**src/rtl/tx_link_arbiter_pkg.sv**
```systemverilog
// -----------------------------------------------------------------------------
// tx_link_arbiter_pkg
// Shared definitions for the Tx link arbiter: default parameter values, the
// arbiter FSM state encoding and a small modular-increment helper used by the
// round-robin picker.
// -----------------------------------------------------------------------------
package tx_link_arbiter_pkg;

  // Defaults shared with the rx_receiver / tx_serializer side of the link.
  localparam int N_REQ_DEF      = 4;
  localparam int ID_W_DEF       = 2;
  localparam int PAYLOAD_W_DEF  = 128;
  localparam int IFG_CYCLES_DEF = 16;
  localparam int WD_CYCLES_DEF  = 2 ** 20;

  typedef enum logic [2:0] {
    ST_IDLE      = 3'd0,
    ST_GRANT     = 3'd1,
    ST_START     = 3'd2,
    ST_WAIT_BUSY = 3'd3,
    ST_WAIT_DONE = 3'd4,
    ST_GAP       = 3'd5
  } arb_state_e;

  // (base + off) mod modulus, for base < modulus and off <= modulus.
  function automatic int wrap_add(input int base, input int off, input int modulus);
    int sum;
    sum = base + off;
    if (sum >= modulus) sum = sum - modulus;
    return sum;
  endfunction

endpackage

```
**src/rtl/tx_link_arbiter_rr_picker.sv**
```systemverilog
// -----------------------------------------------------------------------------
// tx_link_arbiter_rr_picker
// Purely combinational round-robin find-first. Scans req starting at
// last_idx+1 and wrapping modulo N_REQ; last_idx itself is scanned last, so a
// requester that was just served only wins again when nobody else is pending.
//
// Ports
//   req       in   N_REQ           pending requests
//   last_idx  in   $clog2(N_REQ)   most recently granted requester
//   valid     out  1               at least one request pending
//   idx       out  $clog2(N_REQ)   winning requester (last_idx when !valid)
// -----------------------------------------------------------------------------
module tx_link_arbiter_rr_picker
  import tx_link_arbiter_pkg::*;
#(
  parameter int N_REQ = N_REQ_DEF
) (
  input  logic [N_REQ-1:0]         req,
  input  logic [$clog2(N_REQ)-1:0] last_idx,
  output logic                     valid,
  output logic [$clog2(N_REQ)-1:0] idx
);

  localparam int IDX_W = $clog2(N_REQ);

  logic [IDX_W-1:0] cand;

  // NOTE: every output of a combinational block gets a default before any
  // conditional assignment; a path that leaves one unassigned infers a latch.
  always_comb begin
    valid = 1'b0;
    idx   = last_idx;
    cand  = last_idx;
    for (int k = 1; k <= N_REQ; k++) begin
      cand = IDX_W'(wrap_add(int'(last_idx), k, N_REQ));
      if (!valid && req[cand]) begin
        valid = 1'b1;
        idx   = cand;
      end
    end
  end

endmodule

```
**src/rtl/tx_link_arbiter.sv**
```systemverilog
// -----------------------------------------------------------------------------
// tx_link_arbiter
// Shares one serial Tx line between N_REQ local packet sources. A round-robin
// pick latches the winner's dest/payload plus my_id, pulses grant, then runs a
// single tx_start / tx_busy / tx_done handshake with the serializer. After each
// frame an inter-frame gap of IFG_CYCLES idle clocks lets the far-end receiver
// re-synchronise before the next grant.
//
// Optional feature: define TX_ARB_WATCHDOG_EN to add a frame watchdog. A frame
// still waiting for the serializer after WD_CYCLES clocks is abandoned (no
// re-grant), err_timeout is set sticky until reset and the arbiter enters the
// gap. Without the macro the wait states wait forever and err_timeout is 0.
//
// Ports
//   clk          in   1                system clock
//   rst_n        in   1                asynchronous active-low reset
//   my_id        in   ID_W             local node ID, latched onto tx_src_id
//   req          in   N_REQ            per-requester frame pending
//   req_dest     in   N_REQ*ID_W       packed dest IDs, slice i = requester i
//   req_payload  in   N_REQ*PAYLOAD_W  packed payloads, slice i = requester i
//   grant        out  N_REQ            one-hot 1-cycle pulse, data latched
//   tx_start     out  1                1-cycle start pulse to serializer
//   tx_dest_id   out  ID_W             latched dest
//   tx_src_id    out  ID_W             latched my_id
//   tx_payload   out  PAYLOAD_W        latched payload
//   tx_busy      in   1                serializer shifting a frame
//   tx_done      in   1                serializer 1-cycle frame-complete pulse
//   arb_busy     out  1                high in every state except IDLE
//   active_idx   out  $clog2(N_REQ)    current / last granted requester
//   err_timeout  out  1                sticky watchdog flag
// -----------------------------------------------------------------------------
module tx_link_arbiter
  import tx_link_arbiter_pkg::*;
#(
  parameter int N_REQ      = N_REQ_DEF,
  parameter int ID_W       = ID_W_DEF,
  parameter int PAYLOAD_W  = PAYLOAD_W_DEF,
  parameter int IFG_CYCLES = IFG_CYCLES_DEF,
  parameter int WD_CYCLES  = WD_CYCLES_DEF
) (
  input  logic                       clk,
  input  logic                       rst_n,
  input  logic [ID_W-1:0]            my_id,
  input  logic [N_REQ-1:0]           req,
  input  logic [N_REQ*ID_W-1:0]      req_dest,
  input  logic [N_REQ*PAYLOAD_W-1:0] req_payload,
  output logic [N_REQ-1:0]           grant,
  output logic                       tx_start,
  output logic [ID_W-1:0]            tx_dest_id,
  output logic [ID_W-1:0]            tx_src_id,
  output logic [PAYLOAD_W-1:0]       tx_payload,
  input  logic                       tx_busy,
  input  logic                       tx_done,
  output logic                       arb_busy,
  output logic [$clog2(N_REQ)-1:0]   active_idx,
  output logic                       err_timeout
);

  localparam int IDX_W = $clog2(N_REQ);
  localparam int GAP_W = (IFG_CYCLES > 1) ? $clog2(IFG_CYCLES) : 1;

  localparam logic [GAP_W-1:0] GAP_LOAD = GAP_W'(IFG_CYCLES - 1);
  localparam logic [IDX_W-1:0] IDX_LAST = IDX_W'(N_REQ - 1);
  localparam logic [N_REQ-1:0] ONE_HOT0 = {{(N_REQ - 1){1'b0}}, 1'b1};

  // ---------------------------------------------------------------------------
  // State and registered outputs
  // ---------------------------------------------------------------------------
  arb_state_e            state_q,    state_d;
  logic [N_REQ-1:0]      grant_q,    grant_d;
  logic                  tx_start_q, tx_start_d;
  logic [ID_W-1:0]       dest_q,     dest_d;
  logic [ID_W-1:0]       src_q,      src_d;
  logic [PAYLOAD_W-1:0]  payload_q,  payload_d;
  logic [IDX_W-1:0]      idx_q,      idx_d;
  logic [GAP_W-1:0]      gap_q,      gap_d;
  logic                  arb_busy_q, arb_busy_d;

`ifdef TX_ARB_WATCHDOG_EN
  localparam int WD_W = $clog2(WD_CYCLES + 1);
  localparam logic [WD_W-1:0] WD_LAST = WD_W'(WD_CYCLES - 1);

  logic [WD_W-1:0] wd_q,  wd_d;
  logic            err_q, err_d;
`else
  // The watchdog limit only matters when the watchdog is built in.
  logic unused_wd_cfg;
  assign unused_wd_cfg = (WD_CYCLES > 0);
`endif

  // ---------------------------------------------------------------------------
  // Round-robin pick and slice selection of the winner's data
  // ---------------------------------------------------------------------------
  logic                 pick_valid;
  logic [IDX_W-1:0]     pick_idx;
  logic [ID_W-1:0]      pick_dest;
  logic [PAYLOAD_W-1:0] pick_payload;

  tx_link_arbiter_rr_picker #(
    .N_REQ (N_REQ)
  ) u_rr_picker (
    .req      (req),
    .last_idx (idx_q),
    .valid    (pick_valid),
    .idx      (pick_idx)
  );

  always_comb begin
    pick_dest    = '0;
    pick_payload = '0;
    for (int i = 0; i < N_REQ; i++) begin
      if (pick_idx == IDX_W'(i)) begin
        pick_dest    = req_dest[i*ID_W +: ID_W];
        pick_payload = req_payload[i*PAYLOAD_W +: PAYLOAD_W];
      end
    end
  end

  // ---------------------------------------------------------------------------
  // Next-state logic
  // ---------------------------------------------------------------------------
  always_comb begin
    state_d    = state_q;
    grant_d    = '0;
    tx_start_d = 1'b0;
    dest_d     = dest_q;
    src_d      = src_q;
    payload_d  = payload_q;
    idx_d      = idx_q;
    gap_d      = gap_q;
`ifdef TX_ARB_WATCHDOG_EN
    wd_d       = '0;
    err_d      = err_q;
`endif

    unique case (state_q)
      ST_IDLE: begin
        // The frame's data is captured on the pick edge only; the requester
        // is free to drop or change its inputs from the grant cycle onwards.
        if (pick_valid) begin
          state_d   = ST_GRANT;
          grant_d   = ONE_HOT0 << pick_idx;
          idx_d     = pick_idx;
          dest_d    = pick_dest;
          src_d     = my_id;
          payload_d = pick_payload;
        end
      end

      ST_GRANT: begin
        state_d    = ST_START;
        tx_start_d = 1'b1;
      end

      ST_START: state_d = ST_WAIT_BUSY;

      ST_WAIT_BUSY: begin
        // A serializer that finishes before busy is ever observed still
        // completes the frame.
        if (tx_done) begin
          state_d = ST_GAP;
          gap_d   = GAP_LOAD;
        end else if (tx_busy) begin
          state_d = ST_WAIT_DONE;
        end
      end

      ST_WAIT_DONE: begin
        if (tx_done) begin
          state_d = ST_GAP;
          gap_d   = GAP_LOAD;
        end
      end

      ST_GAP: begin
        if (gap_q == '0) state_d = ST_IDLE;
        else             gap_d   = gap_q - 1'b1;
      end

      default: state_d = ST_IDLE;
    endcase

`ifdef TX_ARB_WATCHDOG_EN
    // Counter is cleared outside the wait states, so it measures the time
    // since the frame left START. A tx_done on the expiry cycle wins.
    if (state_q == ST_WAIT_BUSY || state_q == ST_WAIT_DONE) begin
      wd_d = wd_q + 1'b1;
      if (!tx_done && wd_q == WD_LAST) begin
        err_d   = 1'b1;
        state_d = ST_GAP;
        gap_d   = GAP_LOAD;
      end
    end
`endif

    arb_busy_d = (state_d != ST_IDLE);
  end

  // ---------------------------------------------------------------------------
  // Registers
  // ---------------------------------------------------------------------------
  // NOTE: sequential state uses non-blocking assignments so every flop samples
  // the pre-edge value of every other flop, independent of statement order.
  // NOTE: the wide payload flops are reset too, so a reset mid-frame leaves
  // no stale frame data visible on the serializer interface.
  always_ff @(posedge clk or negedge rst_n) begin
    if (!rst_n) begin
      state_q    <= ST_IDLE;
      grant_q    <= '0;
      tx_start_q <= 1'b0;
      dest_q     <= '0;
      src_q      <= '0;
      payload_q  <= '0;
      idx_q      <= IDX_LAST;
      gap_q      <= '0;
      arb_busy_q <= 1'b0;
`ifdef TX_ARB_WATCHDOG_EN
      wd_q       <= '0;
      err_q      <= 1'b0;
`endif
    end else begin
      state_q    <= state_d;
      grant_q    <= grant_d;
      tx_start_q <= tx_start_d;
      dest_q     <= dest_d;
      src_q      <= src_d;
      payload_q  <= payload_d;
      idx_q      <= idx_d;
      gap_q      <= gap_d;
      arb_busy_q <= arb_busy_d;
`ifdef TX_ARB_WATCHDOG_EN
      wd_q       <= wd_d;
      err_q      <= err_d;
`endif
    end
  end

  // ---------------------------------------------------------------------------
  // Outputs
  // ---------------------------------------------------------------------------
  assign grant      = grant_q;
  assign tx_start   = tx_start_q;
  assign tx_dest_id = dest_q;
  assign tx_src_id  = src_q;
  assign tx_payload = payload_q;
  assign arb_busy   = arb_busy_q;
  assign active_idx = idx_q;
`ifdef TX_ARB_WATCHDOG_EN
  assign err_timeout = err_q;
`else
  assign err_timeout = 1'b0;
`endif

endmodule

```
**config.mk**
```make
export PLATFORM = sky130hd
export DESIGN_NAME = tx_link_arbiter
export DESIGN_NICKNAME = d
export VERILOG_FILES = /design/src/rtl/tx_link_arbiter_pkg.sv /design/src/rtl/tx_link_arbiter_rr_picker.sv /design/src/rtl/tx_link_arbiter.sv
export SDC_FILE = /design/constraint.sdc
export NUM_CORES = 1
export LEC_CHECK = 0
export BUFFER_PORTS_ARGS = -buffer_cell sky130_fd_sc_hd__buf_2
export CORE_AREA = 5 5 255 257
export DETAILED_ROUTE_END_ITERATION = 7
export DIE_AREA = 0 0 260 262
export HOLD_SLACK_MARGIN = 0.12
export PLACE_DENSITY = 0.41
export SKIP_CTS_REPAIR_TIMING = 1
export SLEW_MARGIN = 20
export SYNTH_ARGS = -nofsm -noshare
export SYNTH_HDL_FRONTEND = slang
export SYNTH_SLANG_ARGS = --single-unit
```
**constraint.sdc**
```tcl
create_clock -name clk -period 2.2 [get_ports clk]
set_input_delay 0.22 -clock clk [delete_from_list [all_inputs] [get_ports clk]]
set_output_delay 0.22 -clock clk [all_outputs]
set_load 0.02 [all_outputs]
```
Word level (Yosys, flattened, before mapping):

Index checks and enable logic that the tools add are counted.

* register bits after elaboration: 147
* input bits: 530
* output and inout port bits: 141
* word-level logic and storage cells: 91

* add/sub/neg operators: 9
* $lt $le $gt $ge: 8
* equality and inequality tests: 10
* shifts and indexed selects: 1
* muxes and demuxes: 40
* reductions and logical operators: 14

Operators by type and width (count)
* $mux 128: 4
* $mux 2: 12
* $pmux 3 s6: 1
* $mux 4: 4
* $mux 3: 5
* $lt 2x3->1 const B: 4
* $ge 3x3->1 const B: 3
* $mux 1: 9
* $bmux 1 s2: 4
* $pmux 4 s2: 1
* $sub 2x1->2 const B: 4
* $add 2x2->3 const B: 2
* $eq 3x2->1 const B: 2
* $eq 3x3->1 const B: 2
* $add 2x3->4 const B: 1
* $eq 2x2->1 const B: 2
* $ge 4x3->1 const B: 1
* $logic_not 4->1: 1
* $shl 1x2->4 const A: 1
* $sub 4x1->4 const B: 1
* $add 2x1->3 const B: 1
* $eq 3x1->1 const B: 1
* $logic_and 1x1->1: 3
* $logic_not 1->1: 3
* other kinds (10): 10

Logic depth before layout (Yosys ltp):

Gate-level depths: netlist of run 1.

* word-level depth: 20
* depth in mapped cells: 10
* gate-level depth less buffers: 6

Modules after synthesis:

Synthesis of run 1 repeated with hierarchy kept, for this count alone.

* cell total of the unflattened synthesis: 520
* area total of the unflattened synthesis: 8809.7 um^2

By module, submodules not included
* tx_link_arbiter: instances 1, cells an instance 506, area each 8727.1 um^2, seq. area each 3681.0 um^2
* tx_link_arbiter_rr_picker: instances 1, cells an instance 14, area each 82.6 um^2, seq. area each 0.0 um^2

Worst setup path before layout of run 1:

Ideal clock, no wire load.

* kind: register to register
* start: reg idx_q[0] (netlist: active_idx[0])
* end: reg payload_q[100] (netlist: tx_payload[100])
* data arrival time: 2.003 ns
* required time: 2.068 ns
* path slack: 0.065 ns
* stages on the path, launching flop included: 8
* buffers on the path: 3
* cells stage by stage: dfstp_2 buf_2 mux2_2 o221a_2 buf_2 clkbuf_1 o221ai_1 a32oi_2

* longest elaborated chain between the ends: 20
* elaborated cells between the ends (all ways): 47
* classes of those cells: 8 x add/sub; 4 x order compare; 3 x eq/ne; 24 x mux; 8 x reduce/logical

RTL lines
* start: declaration: RTL line tx_link_arbiter.sv:75 `logic [IDX_W-1:0] idx_q, idx_d;`
* start signal: assignment: RTL line tx_link_arbiter.sv:228 `idx_q <= idx_d;`
* $add 2x1->3: RTL line tx_link_arbiter_pkg.sv:28 `sum = base + off;`
* $ge 3x3->1 or $sub 2x1->2 (tied branches): RTL line tx_link_arbiter_pkg.sv:29 `if (sum >= modulus) sum = sum - modulus;`
* $mux 2: RTL line tx_link_arbiter_pkg.sv:29
* $bmux 1 s2: RTL line tx_link_arbiter_rr_picker.sv:36 `if (!valid && req[cand]) begin`
* $mux 1 (not written as such): RTL line tx_link_arbiter_rr_picker.sv:36
* $mux 1: RTL line tx_link_arbiter_rr_picker.sv:36
* $logic_not 1->1: RTL line tx_link_arbiter_rr_picker.sv:36
* $logic_and 1x1->1: RTL line tx_link_arbiter_rr_picker.sv:36
* $mux 1: RTL line tx_link_arbiter_rr_picker.sv:36
* $logic_not 1->1: RTL line tx_link_arbiter_rr_picker.sv:36
* $logic_and 1x1->1: RTL line tx_link_arbiter_rr_picker.sv:36
* $mux 1: RTL line tx_link_arbiter_rr_picker.sv:36
* $logic_not 1->1: RTL line tx_link_arbiter_rr_picker.sv:36
* $logic_and 1x1->1: RTL line tx_link_arbiter_rr_picker.sv:36
* $mux 2: RTL line tx_link_arbiter_rr_picker.sv:36
* $logic_not 2->1: RTL line tx_link_arbiter.sv:112 `if (pick_idx == IDX_W'(i)) begin`
* $mux 128 (4 in series): RTL line tx_link_arbiter.sv:112
* end signal: assignment: RTL line tx_link_arbiter.sv:227 `payload_q <= payload_d;`
* end: declaration: RTL line tx_link_arbiter.sv:74 `logic [PAYLOAD_W-1:0] payload_q, payload_d;`

Parallel ways exist; a longest one is shown, timed or not. The select of a mux whose other input is x is not followed.
A chain may end at the register's enable or synchronous reset.

Final worst setup path of run 1:

* start: reg idx_q[0] (netlist: active_idx[0])
* end: reg payload_q[77] (netlist: tx_payload[77])

The elaborated chain is that of the path after synthesis.

==> results by group, run 1 <==
Global routing
  • Initial antenna violation count: 7
  • Total track usage: 13.79%
  • First-pass GRT wire length: 70900 um
  • Global route overflow: 0
  • Pin count of the biggest net entering global routing: 80
  • Vias in the first global route: 11180

Critical path
  • Crit path DAT: 2470 ps
  • Worst Path Max Fanout: 52
  • CP Launch Type: flop
  • WS Path Type: reg2reg
  • Data required, critical path: 2520 ps
  • Worst Setup End Kind: flop

Synth
  • Post-synthesis mux area share: 7.460%
  • EDFF count, synth: 0
  • Simple-Gate Fraction of Synth Area: 14.20%
  • Cell count after synthesis: 932
  • Xor and xnor fraction of the mapped netlist area: 0.1974%
  • Mapped cell area: 8872 um^2
  • FFs w/ async S/R, synth: 100.0%
  • FF+latch count, synth: 147
  • Synth Area in Adders: 0.1410%
  • Dominant synthesized flop cell: dfrtp_1
  • Synthesized area per cell: 9.520 um^2
  • Synth Area in Compound Gates: 30.79%
  • Largest cells by area after synthesis: dfrtp_1 41%, a32oi_2 9.2%, nand2_1 7.4%
  • Area leader, netlist: dfrtp_1
  • Register area share after synthesis: 41.49%
  • YS warnings: 0
  • Syn nets: 1463
  • Yosys top cell area share: 40.90%
  • Main combinational cell family by area after synthesis: compound AO/OA/AOI/OAI gates
  • Yosys cell types: 47

Routing
  • Drt drc: 0
  • Routed via count: 12330
  • Final wirelength: 56040 um
  • 1st-iter DRT viols: 714
  • Via density: 4.349
  • Avg WL per Cell: 19.77 um
  • First-pass iteration count of the detailed router: 5
  • Routed Antenna Nets: 0

Final layout
  • Fin cells: 2835
  • Commonest non-fill, non-tap cells in the layout: 668 x buf_2, 352 x dlygate4sd3_1, 171 x nand2_1
  • Commonest non-fill, non-tap cell in the layout: buf_2
  • Fill cells: 6608
  • Post-Route Utilization: 29.14%
  • Nets: 2505
  • Finished layout cell area: 18220 um^2
  • Syn-to-layout area delta: 105.3%
  • Layout cells sized above 1: 44.76%

Floorplanning
  • Die footprint: 68120 um^2
  • Top Ports: 671
  • Row count: 92
  • Die Wd: 260 um
  • Starting density of the core: 14.19%
  • CORE AREA: 62500 um^2
  • Die H: 262 um

Placed design
  • Area after DPL: 13860 um^2
  • Post-DP HPWL: 41350 um
  • Dpl ws: -102.4 ps
  • Port Buf Inserts: 669
  • Final GP Congestion: 0.8567
  • Placed cell count: 2442

CTS
  • H-tree depth: 4
  • Max clock buf depth: 2
  • Clock transition at path regs: 60 ps
  • CTS tree: done
  • Clock sink count: 147
  • Root Buffer: clkbuf_16
  • Num CTS Buffers: 17
  • Worst skew pair latency: 470 ps

STA
  • Final setup viols: 0
  • WHS: 84.85 ps
  • RSZ-0062 raised after global routing: true
  • Worst Slack Setup Final: 58.14 ps
  • Fmax: 466.9 MHz
  • Setup Total Neg Slack: 0 ps
  • Period utilization: 97.36%
  • Max-slew violations: 0
  • Minimum clock period: 2142 ps
  • Slew margin rel.: 62.55%
  • Fin Clk Skew: 22.52 ps
  • Worst-Margin Slew: 561.8 ps
  • Hold Violations, Final: 0

Power and ir drop
  • Peak VDD IR: 0.5566 mV
  • Total design power: 22.61 mW
  • P per Cell Area: 1241 nW/um^2
  • Pleak: 8.396 nW

Job
  • Max cap viols: 0

Hold path
  • Hold Crit Class: in2reg

Run status
  • Status: completed
==> where the power goes <==
| group | switching (mW) | total (mW) | internal [mW] |
|---|---|---|---|
| clock network | 1.28 | 2.88 | 1.61 |
| registers | 0.794 | 4.92 | 4.13 |
| logic | 8.77 | 14.8 | 6.03 |
==> critical path, cell delays in order (launching register included) <==
cell,delay (ps)
dfstp_2,570
mux2_2,380
o221a_2,320
buf_12,170
o221ai_4,280
buf_4,170
a32oi_2,40
==> per-layer routing <==
metal	wire, um	GRT usage (%)	part of all wire (%)	vias to the layer above
met5	47	0	0.084	-
met4	1729	4.154	3.1	8
met3	3847	3.901	6.9	121
met2	28840	25.02	51	658
met1	21580	15.78	39	5864
li1	-	-	-	5677
==> cells in the mapped netlist, types with 2 or more instances <==
library cell    n
mux2i_1        65
buf_6           7
inv_1           4
clkbuf_1       54
o22ai_1        78
nand2_1       175
o21ai_0        19
nor3b_1         4
buf_2          34
nor2b_1         2
nand3b_1       16
a21oi_1        17
nand2b_1        5
a221oi_1       65
o221ai_1       51
buf_4           4
a32oi_2        50
a32oi_1         2
nor3_1          2
and2_1          3
nor2_1         89
buf_1           2
dfrtp_1       145
dfstp_2         2
a22oi_1        15
==> path summary, 6_finish.rpt <==
path	from	endpoint	slack, ps	depth (start not counted)
hold / removal	req_payload[66]	tx_payload[66]$_DFFE_PN0P_	80	3
hold reg to reg	tx_src_id[0]$_DFFE_PN0P_	tx_src_id[0]$_DFFE_PN0P_	490	2
max in group asynchronous	rst_n	active_idx[0]$_DFFE_PN1P_	1240	3
setup / recovery	active_idx[0]$_DFFE_PN1P_	tx_payload[77]$_DFFE_PN0P_	60	6
min in group asynchronous	rst_n	tx_dest_id[1]$_DFFE_PN0P_	320	2
setup reg to reg	active_idx[0]$_DFFE_PN1P_	tx_payload[77]$_DFFE_PN0P_	60	6
==> cell families after synthesis <==
logic type | after synthesis
AO/OA/AOI/OAI | 308
AND/OR/NAND/NOR | 302
flip-flops | 147
buffers and inverters | 105
multiplexers | 66
XOR/XNOR | 2
adder cells (fa/ha/maj) | 1
other | 1
==> flip-flops by register name, indices dropped and copies added (netlist names) <==
signal,cells
tx_src_id,2
arb_busy,1
gap_q,4
tx_payload,128
tx_start,1
state_q,3
tx_dest_id,2
active_idx,2
grant,4
==> area by class of cell <==
| cell class | count | area (um^2) | area share [%] |
|---|---|---|---|
| clock buffers | 19 | 452.9 | 2.487 |
| repair buffers | 1124 | 8000 | 43.92 |
| flip-flops and latches | 147 | 3681 | 20.21 |
| clock inverters | 12 | 107.6 | 0.5907 |
| inverters | 4 | 15.01 | 0.08243 |
| multi-input cells | 680 | 4892 | 26.86 |
| diodes | 3 | 7.507 | 0.04121 |
| well taps | 846 | 1059 | 5.811 |
Power figures use the tool's default switching activity.
==> inputs of run 2 (changes only) <==
Settings changed: CTS_CLUSTER_DIAMETER set to 50, REMOVE_ABC_BUFFERS set to 1.
==> run 2 against run 1 <==
Against the previous run:
- maximum frequency decreased by 1.4%
- combinational power about the same
- die area unchanged
- sequential power about the same
- critical path type unchanged
- largest power group unchanged
==> results by group, run 2 (synthesis results as in run 1) <==
Run status
  • Status: completed

Routing
  • Routed Antenna Nets: 0 (unchanged)
  • Avg WL per Cell: 20.51 um (+3.8%)
  • Final wirelength: 58190 um (+3.8%)
  • Routed via count: 12380 (+0.41%)
  • 1st-iter DRT viols: 639 (-11%)
  • Drt drc: 0 (unchanged)
  • Via density: 4.363 (+0.34%)
  • First-pass iteration count of the detailed router: 5 (unchanged)

STA
  • Fin Clk Skew: 16.83 ps (-5.687 ps)
  • Setup Total Neg Slack: 0 ps (unchanged)
  • Max-slew violations: 0 (unchanged)
  • Slew margin rel.: 55.34% (-7.2 points)
  • Fmax: 460.2 MHz (-1.4%)
  • Hold Violations, Final: 0 (unchanged)
  • Final setup viols: 0 (unchanged)
  • Minimum clock period: 2173 ps (+31.10 ps)
  • RSZ-0062 raised after global routing: true
  • Worst-Margin Slew: 669.9 ps (+108.1 ps)
  • WHS: 68.97 ps (-15.89 ps)
  • Period utilization: 98.77% (+1.4 points)

Power and ir drop
  • P per Cell Area: 1249 nW/um^2 (+0.59%)
  • Peak VDD IR: 0.5377 mV (-3.4%)
  • Pleak: 8.362 nW (-0.41%)

CTS
  • H-tree depth: 4 (unchanged)
  • Clock transition at path regs: 70 ps (about the same)
  • CTS tree: done
  • Num CTS Buffers: 17 (unchanged)
  • Clock sink count: 147 (unchanged)
  • Worst skew pair latency: 460 ps (about the same)
  • Root Buffer: clkbuf_16
  • Max clock buf depth: 2 (unchanged)

Global routing
  • Total track usage: 14.12% (+0.34 points)
  • Pin count of the biggest net entering global routing: 72 (-10%)
  • First-pass GRT wire length: 71870 um (+1.4%)
  • Vias in the first global route: 11010 (-1.5%)
  • Initial antenna violation count: 2 (-5)
  • Global route overflow: 0 (unchanged)

Final layout
  • Fin cells: 2837 (+0.071%)
  • Post-Route Utilization: 29.19% (+0.048 points)
  • Fill cells: 6559 (-0.74%)
  • Syn-to-layout area delta: 105.6%
  • Nets: 2509 (+0.16%)
  • Commonest non-fill, non-tap cells in the layout: 668 x buf_2, 382 x dlygate4sd3_1, 171 x nand2_1
  • Layout cells sized above 1: 42.56% (-2.2 points)
  • Commonest non-fill, non-tap cell in the layout: buf_2
  • Max reg flops: 128 (unchanged)
  • Finished layout cell area: 18250 um^2 (+0.16%)

Critical path
  • Crit path to: tx_payload[106]$_DFFE_PN0P_
  • WS Path Type: reg2reg
  • Crit path max-delay family: flip-flops
  • Worst flop-to-flop path endpoint: tx_payload[106]$_DFFE_PN0P_
  • Slowest stage cell, crit path: dfstp_2
  • Worst path depth: 6 (unchanged)
  • R2R setup slack: 30 ps (-30 ps)
  • R2r startpoint: active_idx[0]$_DFFE_PN1P_
  • Worst Setup End Kind: flop
  • Worst Path Max Fanout: 52 (unchanged)
  • CP Launch Type: flop
  • Worst Setup SP: active_idx[0]$_DFFE_PN1P_
  • Data required, critical path: 2520 ps (about the same)
  • Crit-path cells: mux2_2, o221a_2, buf_12, o221ai_1, buf_4, a32oi_2
  • Max stage delay on crit path: 630 ps (+60 ps)
  • Crit path DAT: 2490 ps (+20 ps)
  • CP Buf/Inv Count: 2 (unchanged)
  • Reg2Reg Depth: 6 (unchanged)

Placed design
  • Final GP Congestion: 0.8298 (-3.1%)
  • Placed cell count: 2413 (-1.2%)
  • Post-DP HPWL: 41520 um (+0.40%)
  • Port Buf Inserts: 669 (unchanged)
  • Area after DPL: 13590 um^2 (-1.9%)

Floorplanning
  • Starting density of the core: 14.19% (unchanged)
  • Die H: 262 um (unchanged)
  • Row count: 92 (unchanged)
  • Die footprint: 68120 um^2 (unchanged)
  • Die Wd: 260 um (unchanged)
  • CORE AREA: 62500 um^2 (unchanged)
  • Top Ports: 671 (unchanged)

Hold path
  • Hold Crit Class: in2reg

Job
  • Max cap viols: 0 (unchanged)
[run 2: changes by cell type in the layout (fill, tap and decap cells not counted), sizes merged]
cell,change
buf,-30
dlygate4sd3,+30
clkbuf,+5
bufinv,+2
clkinvlp,-2
diode,-2
clkinv,-1
[run 2: worst min path at each step]
stage                           startpoint                          to  slack, ps  cells past startpoint
final                     req_payload[314]  tx_payload[58]$_DFFE_PN0P_         70                      3
after floorplan                      rst_n          arb_busy$_DFF_PN0_        -80                      0
after CTS                            rst_n  tx_payload[52]$_DFFE_PN0P_       -250                      1
after detailed placement             rst_n  tx_payload[52]$_DFFE_PN0P_        290                      1
after global placement               rst_n  tx_payload[75]$_DFFE_PN0P_        300                      1
after global routing      req_payload[437]  tx_payload[53]$_DFFE_PN0P_        120                      3
[run 2: final cells by class]
cell class / instances / area, um^2 / area share, %
inverter: 4 / 15.01 / 0.08229
multi-input combinational: 680 / 4785 / 26.22
tap: 846 / 1059 / 5.802
clock buffer: 20 / 456.7 / 2.503
sequential: 147 / 3681 / 20.18
clock inverter: 11 / 151.4 / 0.8298
timing repair buffer: 1128 / 8095 / 44.37
antenna: 1 / 2.502 / 0.01372
[run 2: stage by stage]
step           power (mW)  worst slack [ps]
2_1_floorplan       12.22             -3111
5_1_grt             24.23            -27.12
6_report            22.78             27.04
4_1_cts             21.96            -84.89
3_5_place_dp        18.66            -63.08
3_3_place_gp        18.54            -66.85
[run 2: metal layers]
layer | track usage (%) | vias to the layer above | wire length [um]
met5 | 0 | - | 24
met4 | 5.152 | 4 | 2181
met3 | 4.160 | 113 | 4679
met2 | 24.04 | 708 | 28370
met1 | 16.99 | 5879 | 22940
li1 | - | 5675 | -
[run 2: power breakdown]
part	internal [mW]	switching (mW)
Sequential	4.13	0.778
Clock	1.85	1.33
Combinational	5.83	8.88
Total	11.8	11.0
[run 2: worst min-delay path: cells and delay by family]
| kind | cells | cell delay, ps |
|---|---|---|
| buf+inv | 1 | 70 |
| compound gates | 2 | 200 |
